--- src/rtl/lf_share_ctrl.sv ---
// Four-channel loop filter sharing one accumulate/decay datapath.
// A round-robin grant in IDLE is followed by one CALC cycle that updates the granted channel.
module lf_share_ctrl #(
    parameter int DATA_W = 8,
    parameter int ACC_W  = 12
) (
    input  logic                CLK,
    input  logic                RESET,
    input  logic [3:0]          REQ,
    input  logic [4*DATA_W-1:0] C_IN,
    input  logic [3:0]          CLR,
    output logic [3:0]          ACK,
    output logic [ACC_W-1:0]    D_OUT,
    output logic [1:0]          D_CH,
    output logic                D_VLD,
    output logic                BUSY
);
    localparam logic [0:0] IDLE  = 1'b0;
    localparam logic [0:0] CALC  = 1'b1;
    localparam int         SHIFT = 4;

    logic [0:0]               state;
    logic [1:0]               last;
    logic [1:0]               g_p0;
    logic signed [DATA_W-1:0] c_p0;
    logic signed [ACC_W-1:0]  acc [4];
    logic signed [ACC_W-1:0]  e [4];
    logic                     req_any;
    logic [1:0]               gnt_idx;
    logic [1:0]               cand;
    logic signed [ACC_W-1:0]  acc_nxt;
    logic signed [ACC_W-1:0]  e_nxt;

    // Sign-extend the phase error and apply the x2 input gain; sums wrap at ACC_W bits.
    function automatic logic signed [ACC_W-1:0] scale_in(input logic signed [DATA_W-1:0] c);
        return {{(ACC_W-DATA_W-1){c[DATA_W-1]}}, c, 1'b0};
    endfunction

    function automatic logic signed [ACC_W-1:0] decay(input logic signed [ACC_W-1:0] v);
        return {{SHIFT{v[ACC_W-1]}}, v[ACC_W-1:SHIFT]};
    endfunction

    always_comb begin
        req_any = 1'b0;
        gnt_idx = last;
        cand    = last;
        for (int i = 1; i <= 4; i++) begin
            cand = last + 2'(i);
            if (!req_any && REQ[cand]) begin
                req_any = 1'b1;
                gnt_idx = cand;
            end
        end
    end

    always_comb begin
        acc_nxt = scale_in(c_p0) + acc[g_p0] - e[g_p0];
        e_nxt   = decay(acc[g_p0]);
    end

    always_ff @(posedge CLK) begin
        if (RESET) begin
            state <= IDLE;
            last  <= 2'd3;
            ACK   <= '0;
            BUSY  <= 1'b0;
            D_VLD <= 1'b0;
            D_OUT <= '0;
            D_CH  <= '0;
        end else begin
            ACK   <= '0;
            D_VLD <= 1'b0;
            case (state)
                IDLE: begin
                    if (req_any) begin
                        state <= CALC;
                        ACK   <= 4'b0001 << gnt_idx;
                        BUSY  <= 1'b1;
                        last  <= gnt_idx;
                    end
                end
                CALC: begin
                    state <= IDLE;
                    BUSY  <= 1'b0;
                    D_VLD <= 1'b1;
                    D_OUT <= acc_nxt;
                    D_CH  <= g_p0;
                end
                default: state <= IDLE;
            endcase
        end
    end

    // Grant stage: capture the winning channel and its sample for the CALC cycle.
    always_ff @(posedge CLK) begin
        if (state == IDLE && req_any) begin
            g_p0 <= gnt_idx;
            c_p0 <= C_IN[DATA_W*gnt_idx +: DATA_W];
        end
    end

    // Update stage: a clear on the serviced channel overrides its write-back.
    always_ff @(posedge CLK) begin
        for (int k = 0; k < 4; k++) begin
            if (RESET || CLR[k]) begin
                acc[k] <= '0;
                e[k]   <= '0;
            end else if (state == CALC && g_p0 == 2'(k)) begin
                acc[k] <= acc_nxt;
                e[k]   <= e_nxt;
            end
        end
    end

endmodule

--- config.mk ---
export PLATFORM = sky130hd
export DESIGN_NAME = lf_share_ctrl
export DESIGN_NICKNAME = d
export VERILOG_FILES = /design/src/rtl/lf_share_ctrl.sv
export SDC_FILE = /design/constraint.sdc
export NUM_CORES = 1
export LEC_CHECK = 0
export ABC_CLOCK_PERIOD_IN_PS = 4300
export BUFFER_PORTS_ARGS = -buffer_cell sky130_fd_sc_hd__buf_2
export CORE_ASPECT_RATIO = 2
export CORE_MARGIN = 3
export CORE_UTILIZATION = 53
export CTS_CLUSTER_DIAMETER = 50
export CTS_CLUSTER_SIZE = 24
export DETAILED_ROUTE_END_ITERATION = 8
export GPL_TIMING_DRIVEN = 0
export PLACE_DENSITY = 0.76
export SLEW_MARGIN = 20
export SYNTH_ARGS = -nofsm -noshare
export SYNTH_HDL_FRONTEND = slang
export SYNTH_SLANG_ARGS = --single-unit
--- constraint.sdc ---
create_clock -name CLK -period 4.3 [get_ports CLK]
set_clock_uncertainty 0.2 [all_clocks]
set_input_delay 0.43 -clock CLK [delete_from_list [all_inputs] [get_ports CLK]]
set_output_delay 0.43 -clock CLK [all_outputs]
set_load 0.02 [all_outputs]
* Word level (Yosys, flattened, before mapping) *
Memories as Yosys holds them, arrays and structs flattened. A register that Yosys moved wholly into a read port is not among the register bits.
Index checks and enable logic that the tools add are counted.

operators by class
  order comparisons = 4
  add/subtract/negate cells = 5
  reduce and logical (&&, ||, !) cells = 18
  multiplexer cells = 51
  shifts and indexed selects = 2
  bitwise logic cells = 10
  equal/unequal tests = 4

operators with widths
  operator                                                                      count
  12-bit two-way mux                                                            8
  32-bit by 6-bit indexed part select with 8-bit output                         1
  1-bit two-way mux                                                             31
  9-bit by 12-bit adder with 12-bit output                                      1
  2-bit by 3-bit less-than comparator with 1-bit output, second input constant  4
  2-bit two-way mux                                                             6
  12-bit subtractor                                                             1
  1-bit binary-select mux with 2-bit select                                     4
  1-bit logical AND                                                             8
  1-bit OR                                                                      8
  2-bit adder, second input constant                                            2
  2-bit equality test, second input constant                                    2
  1-bit logical OR                                                              4
  1-bit case mux with 2 select lines                                            2
  1-bit by 2-bit << shifter with 4-bit output, first input constant             1
  1-bit zero test                                                               3
  3-bit OR reduction                                                            1
  2-bit by 1-bit adder with 2-bit output, second input constant                 1
  2-bit by 1-bit equality test with 1-bit output, second input constant         1
  2-bit zero test                                                               1
  2-bit != test, second input constant                                          1
  1-bit inverter                                                                2
  2-bit AND reduction                                                           1

storage, ports and cells
  output and inout port bits = 20
  register bits = 33
  word-level logic and storage cells = 105
  input port bits = 42
  RAM bits = 96
  memories = 2

memories
  memory  words  bits a word  rd ports  clocked after memory_dff  write ports  RTL line  source
  acc     4      12           1         1                         4            26        logic signed [ACC_W-1:0] acc [4];
  e       4      12           1         1                         4            27        logic signed [ACC_W-1:0] e [4];

* Logic depth before layout (Yosys ltp) *
Gate-level depths: netlist of the first run.

  depth in word-level cells = 15
  gate-level depth with buffers = 14
  gate-level depth less buffers = 12

* Least setup slack after synthesis of the first run *
Ideal clock, no wire load.

  path kind = register to register
  from = register with a tool-made name
  to = memory acc[0][9], data pin
  data arrival time = 3.513 ns
  library setup time = 0.276 ns
  cell stages (with the launch flop) = 13
  buffers on the path = 2
  setup slack = 0.311 ns
  cell sequence = dfxtp_1 > buf_2 > buf_2 > mux4_2 > fa_1 > ha_1 > inv_1 > fa_1 > nor2b_4 > o31a_1 > o2111ai_1 > a21boi_0 > nor3_1

RTL lines
  element        RTL line
  end, declared  26

==> summary.txt, run 1 <==
Critical path
  – Largest fanout on the critical path: 10
  – Depth of the most critical reg-to-reg path: 12
  – CP Data Required Time: roughly 4.2 ns
  – Setup slack of the most critical reg-to-reg path: 0.23 ns
  – CP Launch Type: flip-flop
  – Critical path class: flip-flop to flip-flop
  – Element type at the critical path end: flip-flop
  – Endpoint of the worst-slack reg-to-reg timing path: acc[3][7]$_SDFFCE_PN0P_
  – Data arrival at the endpoint of the critical path: 4.00 ns

Finish
  – Post-synthesis to final-layout area growth: 22.1%
  – Post-route cell area: 6870 um2
  – Fraction of layout cells with a size suffix above 1: between 20% and 30%
  – Number of inserted filler cells in the final layout: about 700
  – Final Core Density: around 67%
  – Most common library cell in the layout ignoring fill and taps: edfxtp_1
  – Highest-count cells in the layout ignoring fill and taps: edfxtp_1, nor2_1, buf_2, inv_1, mux4_2
  – Number of antenna repair diodes: 0
  – Fin nets: roughly 600

Yosys
  – Ys async rst share: 0%
  – Synth Instances: 446
  – Most used flip-flop cell after synthesis: edfxtp_1
  – Register bit count reported by yosys: ~120
  – Compound-cell area share of the yosys netlist: under 10%
  – Adder-cell share of the synthesized area: under 10%
  – XOR/XNOR Fraction of Synth Area: 0.779%
  – Mux cell area share after synthesis: between 10% and 20%
  – Synthesized area per cell: ~13 um2
  – Share of synthesized cell area in and, or, nand and nor gates: roughly an eighth
  – Count of distinct cell types in the synthesized netlist: 52
  – Register area share after synthesis: 57.0%
  – Post-Syn Area: 5620 um2
  – EDFF count, synth: 90
  – Net count after synthesis: 511
  – Count of warnings emitted by yosys: 0
  – Main combinational cell family by area after synthesis: simple AND/OR/NAND/NOR gates

Run status
  – Run status: finished clean

Min path
  – Hold path start: RESET
  – Class of the tightest hold or removal check: input pin to flip-flop
  – Number of instances on the worst hold path: 3
  – WHS Endpoint: last[1]$_SDFFE_PP1P_

Clocking
  – Number of setup buffers added after CTS: 0
  – H-tree levels: 4
  – Clk_lat worst skew: between 0.4 and 0.5 ns
  – Clock transition at the registers of the reported paths: 0.05 ns
  – # clock sinks: about 120
  – CTS tree: done
  – Number of buffers on the longest clock path: 2
  – Hold-fix buffers at CTS: 0
  – CTS buffer count: 17
  – CTS root buf: clkbuf_16

Die
  – Starting density of the core: 55.1%
  – Die X-Extent: between 70 and 80 um
  – Area of the placeable core: 10200 um2
  – Placement row count: 52
  – I/O pin count: slightly above 60
  – Die area: between 10000 and 15000 um2
  – Vert. Die Dim: between 150 and 200 um

Power and ir drop
  – Largest voltage drop on the vdd net: approximately 0.53 mV
  – Total leakage power: 2.83 nW
  – Pwr Total: approximately 4.4 mW
  – Power density over the cells: about 640 nW/um2

Detailed routing
  – Routed vias: ~4k
  – Final routed DRC violation total: 0
  – DRC marker count from the first detailed-route iteration: between 300 and 400
  – Detailed-route wire length per cell: between 20 and 25 um
  – Total wirelength of the detailed-routed design: between 10 and 15 mm
  – Number of detailed-route iterations in the first pass: 4
  – Via density per instance: 5.89
  – Remaining number of nets flagged by the antenna check after routing: 0

GRT
  – Number of antenna violations at the first check in global routing: 0
  – Global route total overflow: 0
  – Number of global-route vias before repair: roughly 4.4k
  – GRT Overall Usage: about a quarter
  – Wire length of the first global-routing pass: between 20 and 25 mm
  – Largest net degree at the start of global routing: 21

Placement
  – Final weighted congestion in routability-driven placement: approximately 0.9
  – Hpwl dp: around 11 mm
  – Place WS: -0.484 ns
  – Port Buffers: 61
  – Post-Place Cell Area: between 6000 and 7000 um2

Flow run
  – MaxCap Viol Count: 0

Timing
  – Slew Viols, Final: 0
  – Period utilisation layout: between 90% and 100%
  – Max-slew headroom at the worst pin: between 50% and 60%
  – Fin worst setup slack: ~0.23 ns
  – Endpoints failing hold: 0
  – Transition time at the pin with the least slew margin: between 0.7 and 0.8 ns
  – RSZ-0062 raised after global routing: false
  – Fmax: ~0.25 GHz
  – # setup viols final: 0
  – Setup TNS: 0 ns
  – Minimum clock period: ~4.1 ns
==> metal layers <==
metal  GRT usage [%]  wire, um
met1            24.8      4520
met2            51.2      8460
met4            16.0       766
met5               0         0
met3            5.33       769
==> repair_timing <==
item                       4_1_cts  5_1_grt
setup endpoints to repair       30       22
gates resized for setup         10        3
pin swaps                        0        0
==> worst max path at each step <==
stage	end	startpoint	slack [ns]	cells after the start
6_report	acc[3][7]$_SDFFCE_PN0P_	flip-flop	0.23	12
3_5_place_dp	acc[3][9]$_SDFFCE_PN0P_	flip-flop	-0.48	12
2_1_floorplan	acc[0][9]$_SDFFCE_PN0P_	flip-flop	0.31	12
3_3_place_gp	acc[0][9]$_SDFFCE_PN0P_	flip-flop	-0.38	12
4_1_cts	acc[3][9]$_SDFFCE_PN0P_	flip-flop	0.03	12
5_1_grt	D_OUT[9]$_SDFFE_PP0P_	flip-flop	0.07	12
==> registers in the layout, indices dropped and copies added, names as in the netlist, 2 cells and up, named ones only <==
name,count
acc,48
e,32
D_OUT,12
c_p0,8
ACK,4
D_CH,2
g_p0,2
last,2
==> critical path, cell delays in order, from the launching register on <==
cell and delay (ns):
dfxtp_1 0.34, clkbuf_2 0.32, clkbuf_2 0.37, mux4_2 0.37, fa_1 0.50, ha_1 0.19, inv_1 0.06, fa_1 0.44
nor2b_4 0.14, o31a_1 0.26, o21ai_1 0.17, a21boi_1 0.32, nor3_1 0.11
==> Yosys cell counts (all sizes together), types with 2 or more instances <==
| master | instances | area share (%) |
|---|---|---|
| a211oi | 4 | 0.53 |
| a21boi | 3 | 0.40 |
| a21o | 6 | 0.82 |
| a21oi | 19 | 1.7 |
| and2 | 9 | 1.0 |
| and3 | 2 | 0.22 |
| buf | 7 | 0.71 |
| clkbuf | 10 | 0.67 |
| dfxtp | 25 | 8.9 |
| edfxtp | 90 | 48 |
| fa | 11 | 3.9 |
| ha | 12 | 2.7 |
| inv | 50 | 3.3 |
| mux2i | 2 | 0.36 |
| mux4 | 28 | 11 |
| nand2 | 14 | 0.93 |
| nand2b | 2 | 0.22 |
| nand3 | 2 | 0.18 |
| nand4 | 5 | 0.56 |
| nor2 | 74 | 4.9 |
| nor2b | 2 | 0.36 |
| nor3 | 14 | 1.2 |
| nor3b | 5 | 0.67 |
| nor4 | 3 | 0.33 |
| o211ai | 3 | 0.40 |
| o21a | 2 | 0.27 |
| o21ai | 17 | 1.5 |
| o31a | 2 | 0.31 |
| or2 | 3 | 0.33 |
| or3 | 3 | 0.42 |
| or4 | 2 | 0.27 |
| xnor2 | 2 | 0.31 |
| xor2 | 3 | 0.47 |
==> stage by stage <==
stage          instances  hold WS, ns
2_1_floorplan        446        0.330
3_3_place_gp         642        0.239
3_5_place_dp         646        0.252
4_1_cts              678        0.181
5_1_grt              678        0.210
6_report             678        0.187
==> power by group <==
part	internal [mW]	switching [mW]	total, mW
sequential	1.34	0.0607	1.40
combinational	0.599	1.03	1.63
clock	0.906	0.477	1.38
total	2.85	1.57	4.42
==> logic make-up (layout without fill, tap and decap cells) <==
family          after synthesis  count (layout)
flops                       115             115
simple gates                143             143
compound gates               63              63
xor+xnor                      5               5
mux                          30              30
fa+ha+maj                    23              23
buf+inv                      67             164
==> cell type report <==
cell class	count	area, um2	share of cell area (%)
sequential	115	3200	46.6
multi-input combinational	264	2220	32.4
inverter	50	188	2.73
clock inverter	10	134	1.95
buffer	17	92.6	1.35
tap	135	169	2.46
clock buffer	22	444	6.47
timing repair buffer	65	415	6.05
Power figures use the tool's default switching activity.
==> inputs of run 2 (changes only) <==
--- a/config.mk
+++ b/config.mk
@@ -13,8 +13,10 @@
 export CTS_CLUSTER_DIAMETER = 50
 export CTS_CLUSTER_SIZE = 24
 export DETAILED_ROUTE_END_ITERATION = 8
+export GPL_ROUTABILITY_DRIVEN = 0
 export GPL_TIMING_DRIVEN = 0
-export PLACE_DENSITY = 0.76
+export PLACE_DENSITY = 0.78
+export SKIP_CTS_REPAIR_TIMING = 1
 export SLEW_MARGIN = 20
 export SYNTH_ARGS = -nofsm -noshare
 export SYNTH_HDL_FRONTEND = slang
==> summary.txt, run 2 (synthesis results as in run 1) <==
Run status
  – Run status: finished clean

Clocking
  – Number of buffers on the longest clock path: 2 (unchanged)
  – Clock transition at the registers of the reported paths: 0.05 ns (about the same)
  – H-tree levels: 4 (unchanged)
  – CTS buffer count: 17 (unchanged)
  – CTS root buf: clkbuf_16
  – Clk_lat worst skew: 0.42 ns (about the same)
  – CTS tree: done
  – # clock sinks: 115 (unchanged)

GRT
  – Largest net degree at the start of global routing: 21 (unchanged)
  – Met2 track utilization from global routing: 49.5% (-1.7 points)
  – Global routing met3 resource utilization: 4.85% (-0.47 points)
  – Met1 usage: 23.8% (-1.0 points)
  – GRT Overall Usage: 25.3% (-1.2 points)
  – Global route total overflow: 0 (unchanged)
  – Wire length of the first global-routing pass: 21.7 mm (-4.6%)
  – Number of global-route vias before repair: 4165 (-5.9%)
  – Busiest layer in global routing: met2
  – Number of antenna violations at the first check in global routing: 0 (unchanged)

Detailed routing
  – Total wirelength of the detailed-routed design: 14.3 mm (-1.8%)
  – Routed vias: 4007 (+0.38%)
  – Remaining number of nets flagged by the antenna check after routing: 0 (unchanged)
  – DRC marker count from the first detailed-route iteration: 431 (+15%)
  – Final routed DRC violation total: 0 (unchanged)
  – Number of detailed-route iterations in the first pass: 4 (unchanged)
  – Via density per instance: 5.92 (+0.52%)
  – Detailed-route wire length per cell: 21.1 um (-1.7%)

Timing
  – Slew Viols, Final: 0 (unchanged)
  – Fmax: 0.241 GHz (-1.8%)
  – Minimum clock period: 4.14 ns (+0.0752 ns)
  – Max-slew headroom at the worst pin: 44.0% (-6.0 points)
  – Period utilisation layout: 96.3% (+1.7 points)
  – Worst hold slack across all endpoints: 0.191 ns (+0.00370 ns)
  – # setup viols final: 0 (unchanged)
  – Setup TNS: 0 ns (unchanged)
  – Transition time at the pin with the least slew margin: 0.837 ns (+0.0881 ns)
  – RSZ-0062 raised after global routing: false
  – Endpoints failing hold: 0 (unchanged)

Die
  – I/O pin count: 62 (unchanged)
  – Die X-Extent: 78.8 um (unchanged)
  – Die area: 12000 um2 (unchanged)
  – Starting density of the core: 55.1% (unchanged)
  – Vert. Die Dim: 152 um (unchanged)
  – Area of the placeable core: 10200 um2 (unchanged)
  – Placement row count: 52 (unchanged)

Power and ir drop
  – Switching power summed over all nets: 1.55 mW (-1.2%)
  – Power share of the sequential group: 32.9% (+1.2 points)
  – Total leakage power: 2.79 nW (-1.6%)
  – Power share of the clock group: 29.7% (-1.6 points)
  – Power density over the cells: 626 nW/um2 (-2.6%)
  – Design internal power: 2.70 mW (-5.2%)
  – Logic pwr share: 37.4% (+0.5 points)
  – Switching share of power: 36.5% (+0.94 points)
  – Largest voltage drop on the vdd net: 0.518 mV (-2.5%)
  – Pwr Total: 4.25 mW (-3.8%)

Critical path
  – Largest fanout on the critical path: 10 (unchanged)
  – Element type at the critical path end: flip-flop
  – CP Data Required Time: 4.25 ns (about the same)
  – CP peak stage delay: 0.58 ns (+0.08 ns)
  – Critical-path top delay cell: o311ai_2
  – Critical path class: flip-flop to flip-flop
  – Worst path cell trace: clkbuf_2 -> buf_2 -> mux4_2 -> fa_1 -> inv_1 -> ha_1 -> a21o_1 -> nand4_1 -> and2_1 -> o311ai_2 -> nor2_1
  – Data arrival at the endpoint of the critical path: 4.09 ns (+0.09 ns)
  – CP Launch Type: flip-flop

Finish
  – Post-synthesis to final-layout area growth: 20.6%
  – Most common library cell in the layout ignoring fill and taps: edfxtp_1
  – Number of inserted filler cells in the final layout: 711 (+0.28%)
  – Fin nets: 594 (-0.17%)
  – Max FFs per register: 48 (unchanged)
  – Final Core Density: 66.4% (-0.83 points)
  – Post-layout instance count excluding filler cells: 677 (-0.15%)
  – Fraction of layout cells with a size suffix above 1: 26.2% (+0.048 points)
  – Highest-count cells in the layout ignoring fill and taps: edfxtp_1, nor2_1, buf_2, inv_1, mux4_2
  – Largest registers: acc x48, e x32, D_OUT x12
  – Number of antenna repair diodes: 0 (unchanged)
  – Register with the highest flop count: acc

Placement
  – Total instance count after detailed placement: 645 (-0.15%)
  – Port Buffers: 61 (unchanged)
  – Hpwl dp: 10.2 mm (-4.4%)

Flow run
  – MaxCap Viol Count: 0 (unchanged)

Min path
  – Class of the tightest hold or removal check: input pin to flip-flop
## run 2: cell count changes in the layout (fill, tap and decap cells not counted), sizes merged
cell	delta
clkbuf	-4
clkinv	+4
clkinvlp	+1
bufinv	-2
## run 2: power groups by stage
stage / Combinational, mW / Clock [mW] / Sequential [mW]
2_1_floorplan: 1.04 / 0 / 1.46
3_3_place_gp: 1.44 / 0 / 1.41
3_5_place_dp: 1.51 / 0 / 1.42
4_1_cts: 1.54 / 1.25 / 1.40
5_1_grt: 1.71 / 1.32 / 1.41
6_report: 1.59 / 1.26 / 1.40
## run 2: worst max-delay path: cells and delay by family, from the launching register on
| kind | cells | cell delay, ns |
|---|---|---|
| compound gates | 2 | 0.74 |
| buf+inv | 3 | 0.76 |
| mux | 1 | 0.40 |
| simple gates | 3 | 0.56 |
| fa+ha+maj | 2 | 0.86 |
| flops | 1 | 0.35 |
## run 2: final cells by class
cell class | instances | area, um2 | share of cell area (%)
flip-flops and latches | 115 | 3200 | 47.2
multi-input cells | 264 | 2220 | 32.7
clock buffers | 19 | 433 | 6.38
repair buffers | 64 | 388 | 5.72
inverters | 50 | 188 | 2.77
well taps | 135 | 169 | 2.49
clock inverters | 13 | 93.8 | 1.38
plain buffers | 17 | 92.6 | 1.37
## run 2: routing by layer
metal  wire length [um]  vias to the layer above
met5                  0                        -
met4                635                        0
met3                771                       51
met2               8360                      172
met1               4480                     2002
li1                   -                     1782
## run 2: final timing paths
check / end / cells after the start / start / slack [ns]
min reg2reg: D_OUT[6]$_SDFFE_PP0P_ / 2 / D_OUT[6]$_SDFFE_PP0P_ / 0.26
max reg2reg: acc[0][10]$_SDFFCE_PN0P_ / 11 / flip-flop / 0.16
min: c_p0[1]$_DFFE_PP_ / 2 / C_IN[17] / 0.19
max: acc[0][10]$_SDFFCE_PN0P_ / 11 / flip-flop / 0.16
## run 2: through the flow
step,setup slack [ns],instance area [um2]
2_1_floorplan,0.311,5620
3_3_place_gp,-0.400,6100
3_5_place_dp,-0.515,6230
4_1_cts,-0.601,6760
5_1_grt,0.00279,6780
6_report,0.159,6780
